<file path="src/rtl/keypad_pkg.sv">
// Shared constants for the 4x4 keypad scanner: FSM state encodings, the key map
// and helpers that decode a one-cold column pattern.
package keypad_pkg;

  localparam logic [1:0] SCAN     = 2'd0;
  localparam logic [1:0] DEBOUNCE = 2'd1;
  localparam logic [1:0] HELD     = 2'd2;
  localparam logic [1:0] RELEASE  = 2'd3;

  localparam logic [3:0] KEY_BLANK = 4'hF;
  localparam logic [3:0] COL_IDLE  = 4'b1111;

  // Indexed [row][column]; bottom row is * 0 # D with * and # mapped to E and F.
  localparam logic [3:0] KEY_MAP [4][4] = '{
    '{4'h1, 4'h2, 4'h3, 4'hA},
    '{4'h4, 4'h5, 4'h6, 4'hB},
    '{4'h7, 4'h8, 4'h9, 4'hC},
    '{4'hE, 4'h0, 4'hF, 4'hD}
  };

  function automatic logic [3:0] key_code(input logic [1:0] r, input logic [1:0] c);
    return KEY_MAP[r][c];
  endfunction

  function automatic logic single_low(input logic [3:0] v);
    logic hit;
    case (v)
      4'b1110, 4'b1101, 4'b1011, 4'b0111: hit = 1'b1;
      default:                             hit = 1'b0;
    endcase
    return hit;
  endfunction

  function automatic logic [1:0] low_index(input logic [3:0] v);
    logic [1:0] idx;
    case (v)
      4'b1101: idx = 2'd1;
      4'b1011: idx = 2'd2;
      4'b0111: idx = 2'd3;
      default: idx = 2'd0;
    endcase
    return idx;
  endfunction

endpackage

</file>
<file path="src/rtl/sync_2ff.sv">
// Width-parameterised two-flop synchronizer for asynchronous level inputs.
module sync_2ff #(
  parameter int               WIDTH     = 4,
  parameter logic [WIDTH-1:0] RESET_VAL = '1
) (
  input  logic             clk,
  input  logic             rst_n,
  input  logic [WIDTH-1:0] d,
  output logic [WIDTH-1:0] q
);

  logic [WIDTH-1:0] meta;

  always_ff @(posedge clk or negedge rst_n) begin
    if (!rst_n) begin
      meta <= RESET_VAL;
      q    <= RESET_VAL;
    end else begin
      meta <= d;
      q    <= meta;
    end
  end

endmodule

</file>
<file path="src/rtl/keypad_scanner.sv">
// 4x4 active-low keypad scanner with debounce and a one-cycle key_valid strobe.
// Define KEYPAD_REPEAT_EN to enable auto-repeat while a key stays held.
import keypad_pkg::*;

module keypad_scanner #(
  parameter int SCAN_DIV     = 16,
  parameter int DEBOUNCE_CYC = 20000
`ifdef KEYPAD_REPEAT_EN
  ,
  parameter int REPEAT_DLY   = 500000,
  parameter int REPEAT_CYC   = 100000
`endif
) (
  input  logic       clk,
  input  logic       rst_n,
  output logic [3:0] row_n,
  input  logic [3:0] col_n,
  output logic [3:0] hex,
  output logic       key_valid,
  output logic       key_held
);

  localparam int DIV_W = (SCAN_DIV > 1) ? $clog2(SCAN_DIV) : 1;
  localparam int DB_W  = $clog2(DEBOUNCE_CYC);

  localparam logic [DIV_W-1:0] DIV_LAST = DIV_W'(SCAN_DIV - 1);
  localparam logic [DB_W-1:0]  DB_MAX   = DB_W'(DEBOUNCE_CYC - 1);
  // The cycle that moves into DEBOUNCE/RELEASE already counts as stable, so the
  // transition fires one count early to give exactly DEBOUNCE_CYC stable cycles.
  localparam logic [DB_W-1:0]  DB_LAST  = DB_W'(DEBOUNCE_CYC - 2);

`ifdef KEYPAD_REPEAT_EN
  localparam int REP_MAX = (REPEAT_DLY > REPEAT_CYC) ? REPEAT_DLY : REPEAT_CYC;
  localparam int REP_W   = $clog2(REP_MAX);
  localparam logic [REP_W-1:0] REP_DLY_LAST = REP_W'(REPEAT_DLY - 1);
  localparam logic [REP_W-1:0] REP_CYC_LAST = REP_W'(REPEAT_CYC - 1);

  logic [REP_W-1:0] rep_cnt;
  logic             rep_armed;
`endif

  logic [1:0]       state;
  logic [1:0]       row_idx;
  logic [1:0]       col_idx;
  logic [3:0]       col_pat;
  logic [3:0]       col_s;
  logic [DIV_W-1:0] div_cnt;
  logic [DB_W-1:0]  db_cnt;

  sync_2ff #(.WIDTH(4), .RESET_VAL(COL_IDLE)) u_col_sync (
    .clk   (clk),
    .rst_n (rst_n),
    .d     (col_n),
    .q     (col_s)
  );

  assign row_n = ~(4'b0001 << row_idx);

  // Scan FSM: the selected row stays driven from detection until the release
  // is debounced, so col_s keeps describing the same key throughout.
  always_ff @(posedge clk or negedge rst_n) begin
    if (!rst_n) begin
      state     <= SCAN;
      row_idx   <= 2'd0;
      col_idx   <= 2'd0;
      col_pat   <= COL_IDLE;
      div_cnt   <= '0;
      db_cnt    <= '0;
      hex       <= KEY_BLANK;
      key_valid <= 1'b0;
      key_held  <= 1'b0;
`ifdef KEYPAD_REPEAT_EN
      rep_cnt   <= '0;
      rep_armed <= 1'b0;
`endif
    end else begin
      key_valid <= 1'b0;
      case (state)
        SCAN: begin
          if (div_cnt == DIV_LAST) begin
            div_cnt <= '0;
            if (single_low(col_s)) begin
              col_pat <= col_s;
              col_idx <= low_index(col_s);
              db_cnt  <= '0;
              state   <= DEBOUNCE;
            end else begin
              row_idx <= row_idx + 2'd1;
            end
          end else begin
            div_cnt <= div_cnt + 1'b1;
          end
        end

        DEBOUNCE: begin
          if (col_s != col_pat) begin
            row_idx <= row_idx + 2'd1;
            state   <= SCAN;
          end else if (db_cnt == DB_LAST) begin
            hex       <= key_code(row_idx, col_idx);
            key_valid <= 1'b1;
            key_held  <= 1'b1;
            state     <= HELD;
`ifdef KEYPAD_REPEAT_EN
            rep_cnt   <= '0;
            rep_armed <= 1'b0;
`endif
          end else if (db_cnt != DB_MAX) begin
            db_cnt <= db_cnt + 1'b1;
          end
        end

        HELD: begin
          if (col_s == COL_IDLE) begin
            db_cnt <= '0;
            state  <= RELEASE;
          end
`ifdef KEYPAD_REPEAT_EN
          if (rep_cnt == (rep_armed ? REP_CYC_LAST : REP_DLY_LAST)) begin
            rep_cnt   <= '0;
            rep_armed <= 1'b1;
            key_valid <= 1'b1;
          end else begin
            rep_cnt <= rep_cnt + 1'b1;
          end
`endif
        end

        RELEASE: begin
          if (col_s != COL_IDLE) begin
            state <= HELD;
          end else if (db_cnt == DB_LAST) begin
            key_held <= 1'b0;
            row_idx  <= 2'd0;
            state    <= SCAN;
          end else if (db_cnt != DB_MAX) begin
            db_cnt <= db_cnt + 1'b1;
          end
        end

        default: state <= SCAN;
      endcase
    end
  end

endmodule
</file>
<file path="config.mk">
export PLATFORM = sky130hd
export DESIGN_NAME = keypad_scanner
export DESIGN_NICKNAME = d
export VERILOG_FILES = /design/src/rtl/keypad_pkg.sv /design/src/rtl/sync_2ff.sv /design/src/rtl/keypad_scanner.sv
export SDC_FILE = /design/constraint.sdc
export NUM_CORES = 1
export LEC_CHECK = 0
export ABC_AREA = 0
export BUFFER_PORTS_ARGS = -buffer_cell sky130_fd_sc_hd__buf_2
export CORE_MARGIN = 3
export CORE_UTILIZATION = 54
export CTS_CLUSTER_DIAMETER = 50
export CTS_CLUSTER_SIZE = 12
export DETAILED_ROUTE_END_ITERATION = 6
export GPL_ROUTABILITY_DRIVEN = 0
export PLACE_DENSITY = 0.79
export SLEW_MARGIN = 20
export SYNTH_ARGS = -nofsm -noshare
export SYNTH_HDL_FRONTEND = slang
export SYNTH_SLANG_ARGS = --single-unit
export TNS_END_PERCENT = 10
</file>
<file path="constraint.sdc">
create_clock -name clk -period 2.1 [get_ports clk]
set_input_delay 0.105 -clock clk [delete_from_list [all_inputs] [get_ports clk]]
set_output_delay 0.105 -clock clk [all_outputs]
set_load 0.03 [all_outputs]
</file>
Yosys cells after proc, flatten, opt, wreduce, memory -nomap -nowiden:

Cells that the tools add are included.

* word-level logic and storage cells: 95
* output and inout bits: 10
* register bits: 43
* bits of input ports: 6

* equality and inequality tests: 24
* order comparisons: 2
* muxes and demuxes: 40
* bitwise operators: 4
* add/subtract/negate cells: 3
* reduce and logical (&&, ||, !) cells: 10
* shift operators: 1

Operator list (count)
* 15-bit 2-to-1 mux: 7
* 15-bit case mux with 4 select lines: 1
* 16-bit binary-select mux with 2-bit select: 1
* 16-bit 2-to-1 mux: 2
* 2-bit 2-to-1 mux: 11
* 4-bit == test (second input constant): 5
* 2-bit inequality test (second input constant): 9
* 15-bit by 1-bit adder with 15-bit output (second input constant): 1
* 15-bit == test (second input constant): 1
* 15-bit inequality test (second input constant): 1
* 5-bit AND reduction: 3
* 4-bit 2-to-1 mux: 3
* 2-bit case mux with 3 select lines: 2
* 1-bit 2-to-1 mux: 10
* 4-bit binary-select mux with 2-bit select: 1
* 2-bit case mux with 4 select lines: 1
* 3-bit greater-or-equal comparator (second input constant): 2
* 3-bit inequality test (second input constant): 2
* 2-bit inverter with 3-bit output: 2
* 3-bit AND reduction: 2
* 6-bit AND reduction: 1
* 4-bit by 1-bit adder with 4-bit output (second input constant): 1
* 2-bit == test (second input constant): 2
* 4-bit by 3-bit == test with 1-bit output (second input constant): 1
* other kinds (12): 12

Logic depth before layout (Yosys ltp):

Gate-level depths: netlist of run 1.

* depth after elaboration: 8
* mapped depth: 10
* depth with buffers taken out: 8

Modules after synthesis:

Synthesis of run 1 repeated with hierarchy kept, for this count alone.

* cell total of the unflattened synthesis: 260
* area total of the unflattened synthesis: 2538.7 um^2

Modules (own cells, without submodules)
* keypad_scanner: sequential area each 885.8 um^2, cells an instance 252, times used 1, area an instance 2328.5 um^2
* sync_2ff: sequential area each 210.2 um^2, cells an instance 8, times used 1, area an instance 210.2 um^2

Worst setup path after synthesis of run 1:

Ideal clock, no wire load.

* path kind: register to register
* start: reg u_col_sync.q[2]
* end: reg db_cnt[4]
* setup slack: -134 ps
* stages on the path, launching flop included: 10
* buffers on the path: 3
* arrival time: 2142 ps
* required time: 2008 ps
* period minus slack after synthesis: 2234 ps
* library setup time: 92 ps
* path through: dfstp_2 -> buf_2 -> nand4_1 -> a22o_1 -> a211oi_1 -> a21bo_1 -> buf_6 -> or2_4 -> buf_6 -> o31ai_2

* word-level cells in the longest chain between the ends: 7
* elaborated cells between the ends (all ways): 16
* classes of those cells: eq/ne: 11; mux: 3; reduce/logical: 2

RTL lines
* start, declared: line sync_2ff.sv:9 `output logic [WIDTH-1:0] q`
* start signal, assigned: line sync_2ff.sv:20 `q <= meta;`
* 4-bit by 3-bit == test with 1-bit output or 4-bit == test (tied branches): line keypad_pkg.sv:27 `case (v)`
* 4-bit OR reduction: line keypad_pkg.sv:27
* 1-bit 2-to-1 mux: line keypad_pkg.sv:27
* 1-bit 2-to-1 mux: line keypad_scanner.sv:80 `if (div_cnt == DIV_LAST) begin`
* 1-bit 2-to-1 mux: line keypad_scanner.sv:78 `case (state)`
* 2-bit inequality test (no line)
* 5-bit AND reduction (no line) *
* end signal, assigned: line keypad_scanner.sv:109 `db_cnt <= db_cnt + 1'b1;`
* end signal, assigned: line keypad_scanner.sv:137 `db_cnt <= db_cnt + 1'b1;`
* end, declared: line keypad_scanner.sv:48 `logic [DB_W-1:0] db_cnt;`

Mark *: on every way between the ends. The rest lies on a longest branch, timed or not. The select of a mux whose other input is x is not followed.
A chain may end at the register's enable or synchronous reset.

Worst setup path after layout of run 1:

* start: reg u_col_sync.q[2]
* end: reg db_cnt[3]

Same word-level chain as after synthesis.

==> results of run 1 <==
==> power groups by stage <==
stage / Combinational, µW / Sequential (µW) / Clock, µW
6_report: 1340 / 1150 / 543
2_1_floorplan: 891 / 1110 / 0
4_1_cts: 1280 / 1140 / 556
3_5_place_dp: 1220 / 1160 / 0
5_1_grt: 1490 / 1170 / 582
3_3_place_gp: 1160 / 1140 / 0
==> cell families (layout without fill, tap and decap cells) <==
group	after synthesis	after routing	synth area share [%]
AO/OA/AOI/OAI	70	70	20.4
multiplexers	5	5	2.76
flip-flops	43	43	45.6
XOR/XNOR	7	7	2.55
buffers and inverters	29	82	5.52
AND/OR/NAND/NOR	79	80	16.4
adder cells (fa/ha/maj)	13	13	6.77
==> path summary, 6_finish.rpt <==
path                                    start         endpoint  cells past startpoint
setup reg to reg              u_col_sync.q[2]        db_cnt[3]                      7
max in group asynchronous               rst_n       col_pat[0]                      3
min in group asynchronous               rst_n        db_cnt[8]                      2
hold / removal             u_col_sync.meta[3]  u_col_sync.q[3]                      0
hold reg to reg            u_col_sync.meta[3]  u_col_sync.q[3]                      0
setup / recovery              u_col_sync.q[2]        db_cnt[3]                      7
==> cell usage after synthesis (2+ instances only) <==
library cell / count
dfrtp_1: 27
nand2_1: 24
o21ai_0: 21
inv_1: 17
dfstp_2: 16
ha_1: 13
nor2_1: 13
nand3_1: 11
o21ai_1: 10
a31oi_1: 7
o31ai_2: 7
clkbuf_1: 6
nor3_1: 6
and3_1: 5
xor2_1: 5
nand2b_1: 4
nand4_1: 4
a21o_1: 3
a21oi_1: 3
buf_6: 3
mux2_2: 3
a211oi_1: 2
a22o_1: 2
and2_1: 2
buf_1: 2
o22ai_1: 2
o41ai_1: 2
or2_2: 2
or4_1: 2
xnor2_1: 2
==> placed cells by master, fill, tap and decap left out, types with 2 or more instances in the layout <==
master and instances:
a211oi_2 2, a21o_1 3, a21oi_1 3, a22o_1 2
a31oi_1 7, and2_1 2, and3_1 5, buf_2 15
buf_4 36, clkbuf_8 5, dfrtp_1 27, dfstp_2 16
dlygate4sd3_1 5, ha_1 13, inv_1 17, mux2_2 3
nand2_1 23, nand2b_1 4, nand3_1 11, nand4_1 4
nor2_1 12, nor3_1 4, o21ai_0 19, o21ai_1 10
o21ai_2 2, o22ai_1 2, o31ai_2 8, o41ai_2 3
or2_2 2, or2_4 2, xnor2_1 2, xor2_1 4
==> per-stage QoR <==
step           setup slack [ns]  cells  util [%]  hold slack (ns)  area [µm²]
2_1_floorplan           -0.0832    246         -           -0.191        2410
3_3_place_gp            -0.0627    333      65.9            0.210        2730
3_5_place_dp             -0.101    333      65.9            0.212        2730
4_1_cts                 -0.0964    347      70.0            0.360        2900
5_1_grt                  -0.166    350      72.0            0.362        2980
6_report                -0.0680    350      72.0            0.360        2980
==> worst max-delay path, delay by kind of cell (launching register included) <==
family | cells | cell delay, ns
buf+inv | 1 | 0.14
simple gates | 2 | 0.48
flops | 1 | 0.58
xor+xnor | 1 | 0.08
compound gates | 3 | 0.83
==> state kept, by name, summed over array words and instances, names as in the netlist <==
name	flops
div_cnt	4
hex	4
key_held	1
key_valid	1
u_col_sync.q	4
state	2
db_cnt	15
u_col_sync.meta	4
row_idx	2
col_pat	4
col_idx	2
==> area by class of cell <==
class / count / area, µm² / area share, %
Multi-Input combinational cell: 175 / 1260 / 42.3
Sequential cell: 43 / 1100 / 36.7
Timing Repair Buffer: 57 / 407 / 13.6
Clock buffer: 5 / 68.8 / 2.31
Inverter: 17 / 63.8 / 2.14
Tap cell: 50 / 62.6 / 2.10
Clock inverter: 3 / 22.5 / 0.755
==> timing repair <==
| action | 4_1_cts | 5_1_grt |
|---|---|---|
| resized for setup | 7 | 14 |
| hold buffers | 5 | 0 |
| buffers inserted | 0 | 3 |
| gates cloned | 1 | 0 |
| setup endpoints to repair | 13 | 24 |
| hold endpoints to repair | 31 | 0 |
| pin swaps | 5 | 8 |
==> per-layer routing <==
| layer | track usage, % | wire length (µm) | up-vias |
|---|---|---|---|
| met3 | 5.79 | 284 | 11 |
| met2 | 36.7 | 2710 | 58 |
| met5 | 0 | 0 | - |
| met4 | 8.61 | 95 | 0 |
| met1 | 26.6 | 2390 | 972 |
| li1 | - | - | 983 |
==> flow_summary.toml, run 1 <==
[status]
status = "complete, but fails checks"
violations = "negative setup slack"

[clock_network]
root_buffer = "clkbuf_8"
cts.sinks = 43
clkTransAtPathRegs_ns = 0.08
clk_path_buf_depth = 2
cts_made_buffers = 5
insertion_delay_ns = 0.31
cts_tree = "yes"
htreeDepth = 2

[cells_and_area]
insertedDiodeCount = 0
nets = 318
syn_to_final_growth_pct = 24.2
n_fill_cell = 292
drive_gt1_share_pct = 36.0

[floorplanning]
row_count = 23
start_util_pct = 58.0
coreArea_um2 = 4140
die_h_um = 72.7
num_io_pins = 16
die_area_um2 = 5290
die_w_um = 72.7

[timing]
final.setup_skew_ns = 0.00466
period_minus_slack_ns = 2.17
rsz0062_at_grt = "yes"
hold_violations = 0
fin_ws_ns = -0.0680
setup_tns_ns = -0.0920
maxSlewViolCount = 0
tightest_slew_ns = 0.815
relSlewSlack_pct = 45.7
min_period_over_period_pct = 103
fmaxAchievable_mhz = 461
finalSetupViolations = 5

[critical_path]
crit_type = "register to register"
path_max_fanout = 8
rrSetupSlack_ns = -0.07
cpPeakStageDelay_ns = 0.58
slowest_stage = "dfstp_2"
endpoint_kind = "register"
start_kind = "register"
cp_data_arrival_time_ns = 2.41
cp_data_required_time_ns = 2.34
crit_chain = "xor2_2 > o41a_1 > a211oi_2 > a21bo_2 > buf_6 > or4_1 > nand3_1"

[pwr]
internal_power_uw = 1840
switching_share_pct = 39.5
p_leak_uw = 0.00134
powerDensity_nw_per_um2 = 1020
power_switching_uw = 1200
p_clk_share_pct = 17.9
finalPower_uw = 3040
comb_power_share_pct = 44.2
vdd_drop_max_v = 0.000668
seq_power_share_pct = 37.9

[route]
firstDrtPassIters = 4
vias = 2024
drt_wl_total_mm = 5.48
drtAntennaViolNets = 0
wl_per_cell_um = 15.7
drtIter0Drc = 128
drc_errors = 0
viasPerCell = 5.78

[yosys]
synth_warnings = 0
synthDistinctLibCells = 50
synth-seq-cells = 43
synthFlopType = "dfrtp_1"
synth-async-reset-ratio_pct = 100
ys_seq_area_share_pct = 45.6
synth_area_leaders = "dfrtp_1, dfstp_2, ha_1"
netlist_area_um2 = 2400
synth_top_area_share_pct = 28.1
synth_enable_flop_cells = 0
netlist_instances = 246
syn_area_per_cell_um2 = 9.77
synth_nets = 265
synth_top_area_cell = "dfrtp_1"

[placement]
portBuffers = 15
dp_hpwl_mm = 3.60

[global_route]
grt_pass1_vias = 2057
grtUsageTotal_pct = 21.8
antenna_found_initial = 0
grt_pass1_wl_mm = 9.03
overflow = 0
grt_max_degree = 38

[run]
drv_cap = 0

[worst_hold_path]
hp-class = "register to register"
No activity file was read; power rests on OpenSTA's default activity.
==> run 2: changes to the inputs <==
- RECOVER_POWER: unset -> 50
==> flow_summary.toml, run 2 (synthesis results as in run 1) <==
[status]
status = "complete, but fails checks"
violations = "negative setup slack"

[cells_and_area]
top_register = "db_cnt"
insertedDiodeCount = 0
nets = 318
final_util_pct = 72.0
largest_register_ffs = 15
seq_area_um2 = 1100
fin_area_um2 = 2980
layout_common_cells = "buf_4, dfrtp_1, nand2_1, o21ai_0, inv_1"
n_fill_cell = 293
syn_to_final_growth_pct = 24.1
multi_input_area_um2 = 1260
drive_gt1_share_pct = 35.3
final_common_cell = "buf_4"

[critical_path]
cpPeakStageDelay_ns = 0.58
crit_chain = "xor2_2 > o41a_1 > a211oi_2 > a21bo_2 > buf_6 > or4_1 > nand3_1"
cp_data_required_time_ns = 2.34
slowest_stage = "dfstp_2"
path_max_fanout = 8
start_kind = "register"
endpoint_kind = "register"
critPathTopFamily = "compound AO/OA/AOI/OAI gates"
crit_type = "register to register"
cp_data_arrival_time_ns = 2.41
cp_num_buf_inv = 1

[route]
drc_errors = 0
drtIter0Drc = 128
drtAntennaViolNets = 0
vias = 2022
wl_per_cell_um = 15.7
firstDrtPassIters = 4
viasPerCell = 5.78
drt_wl_total_mm = 5.48

[pwr]
switching_share_pct = 39.5
vdd_drop_max_v = 0.000668
comb_power_share_pct = 44.2
internal_power_uw = 1840
p_clk_share_pct = 17.9
power_switching_uw = 1200
powerDensity_nw_per_um2 = 1020
seq_power_share_pct = 37.9
p_leak_uw = 0.00133

[clock_network]
cts.sinks = 43
clk_path_buf_depth = 2
root_buffer = "clkbuf_8"
cts_tree = "yes"
insertion_delay_ns = 0.31
cts_made_buffers = 5
htreeDepth = 2
clkTransAtPathRegs_ns = 0.08

[floorplanning]
start_util_pct = 58.0
row_count = 23
coreArea_um2 = 4140
die_h_um = 72.7
num_io_pins = 16
die_w_um = 72.7
die_area_um2 = 5290

[timing]
tightest_slew_ns = 0.908
maxSlewViolCount = 0
relSlewSlack_pct = 39.5
period_minus_slack_ns = 2.17
min_period_over_period_pct = 103
finalSetupViolations = 5
fmaxAchievable_mhz = 461
fin_ws_ns = -0.0680
hold_violations = 0
rsz0062_at_grt = "yes"
final.setup_skew_ns = 0.00466

[placement]
dp_hpwl_mm = 3.60
portBuffers = 15
pre_cts_ws_ns = -0.101
placed_area_um2 = 2730

[global_route]
grt_pass1_vias = 2057
grtUsageTotal_pct = 21.8
grt_pass1_wl_mm = 9.03
overflow = 0
antenna_found_initial = 0
grt_max_degree = 38

[run]
drv_cap = 0

[worst_hold_path]
hp-class = "register to register"
[run 2: changes by cell type in the layout (fill, tap and decap cells not counted), sizes merged]
cell / delta
buf: -3
clkbuf: +3
[run 2: worst paths after layout]
check / to / startpoint / slack, ns / depth (start not counted)
worst min-delay path: u_col_sync.q[3] / u_col_sync.meta[3] / 0.36 / 0
worst min register to register: u_col_sync.q[3] / u_col_sync.meta[3] / 0.36 / 0
min in group asynchronous: db_cnt[8] / rst_n / 0.46 / 2
worst max-delay path: db_cnt[3] / u_col_sync.q[2] / -0.07 / 7
worst max register to register: db_cnt[3] / u_col_sync.q[2] / -0.07 / 7
max in group asynchronous: col_pat[0] / rst_n / 0.92 / 3
[run 2: cell type report]
type	instances	area share, %
repair buffers	57	13.6
inverters	17	2.14
multi-input cells	175	42.4
flip-flops and latches	43	36.8
well taps	50	2.10
clock inverters	3	0.755
clock buffers	5	2.31
[run 2: through the flow]
step | hold WS, ns | std cells | total power (µW) | setup TNS, ns
floorplan | -0.191 | 246 | 2000 | -0.671
global placement | 0.210 | 333 | 2310 | -0.206
detailed placement | 0.212 | 333 | 2380 | -0.427
CTS | 0.360 | 347 | 2980 | -0.364
global route | 0.362 | 350 | 3240 | -1.32
finish | 0.360 | 350 | 3040 | -0.0920
[run 2: layer usage]
| metal | wire, µm | track usage [%] |
|---|---|---|
| met3 | 285 | 5.79 |
| met1 | 2380 | 26.6 |
| met5 | 0 | 0 |
| met4 | 95 | 8.61 |
| met2 | 2720 | 36.7 |
[run 2: power groups by stage]
stage               combinational [µW]  clock (µW)  sequential [µW]
global route                      1490         582             1170
detailed placement                1220           0             1160
finish                            1340         543             1150
global placement                  1160           0             1140
CTS                               1280         556             1140
floorplan                          891           0             1110
[run 2: what timing repair did]
item,in CTS,in global routing
gates cloned,1,0
endpoints found under the hold margin,31,0
gates resized for setup,7,14
setup buffers,0,3
pin swaps,5,8
endpoints found under the setup margin,13,24
hold buffers,5,0
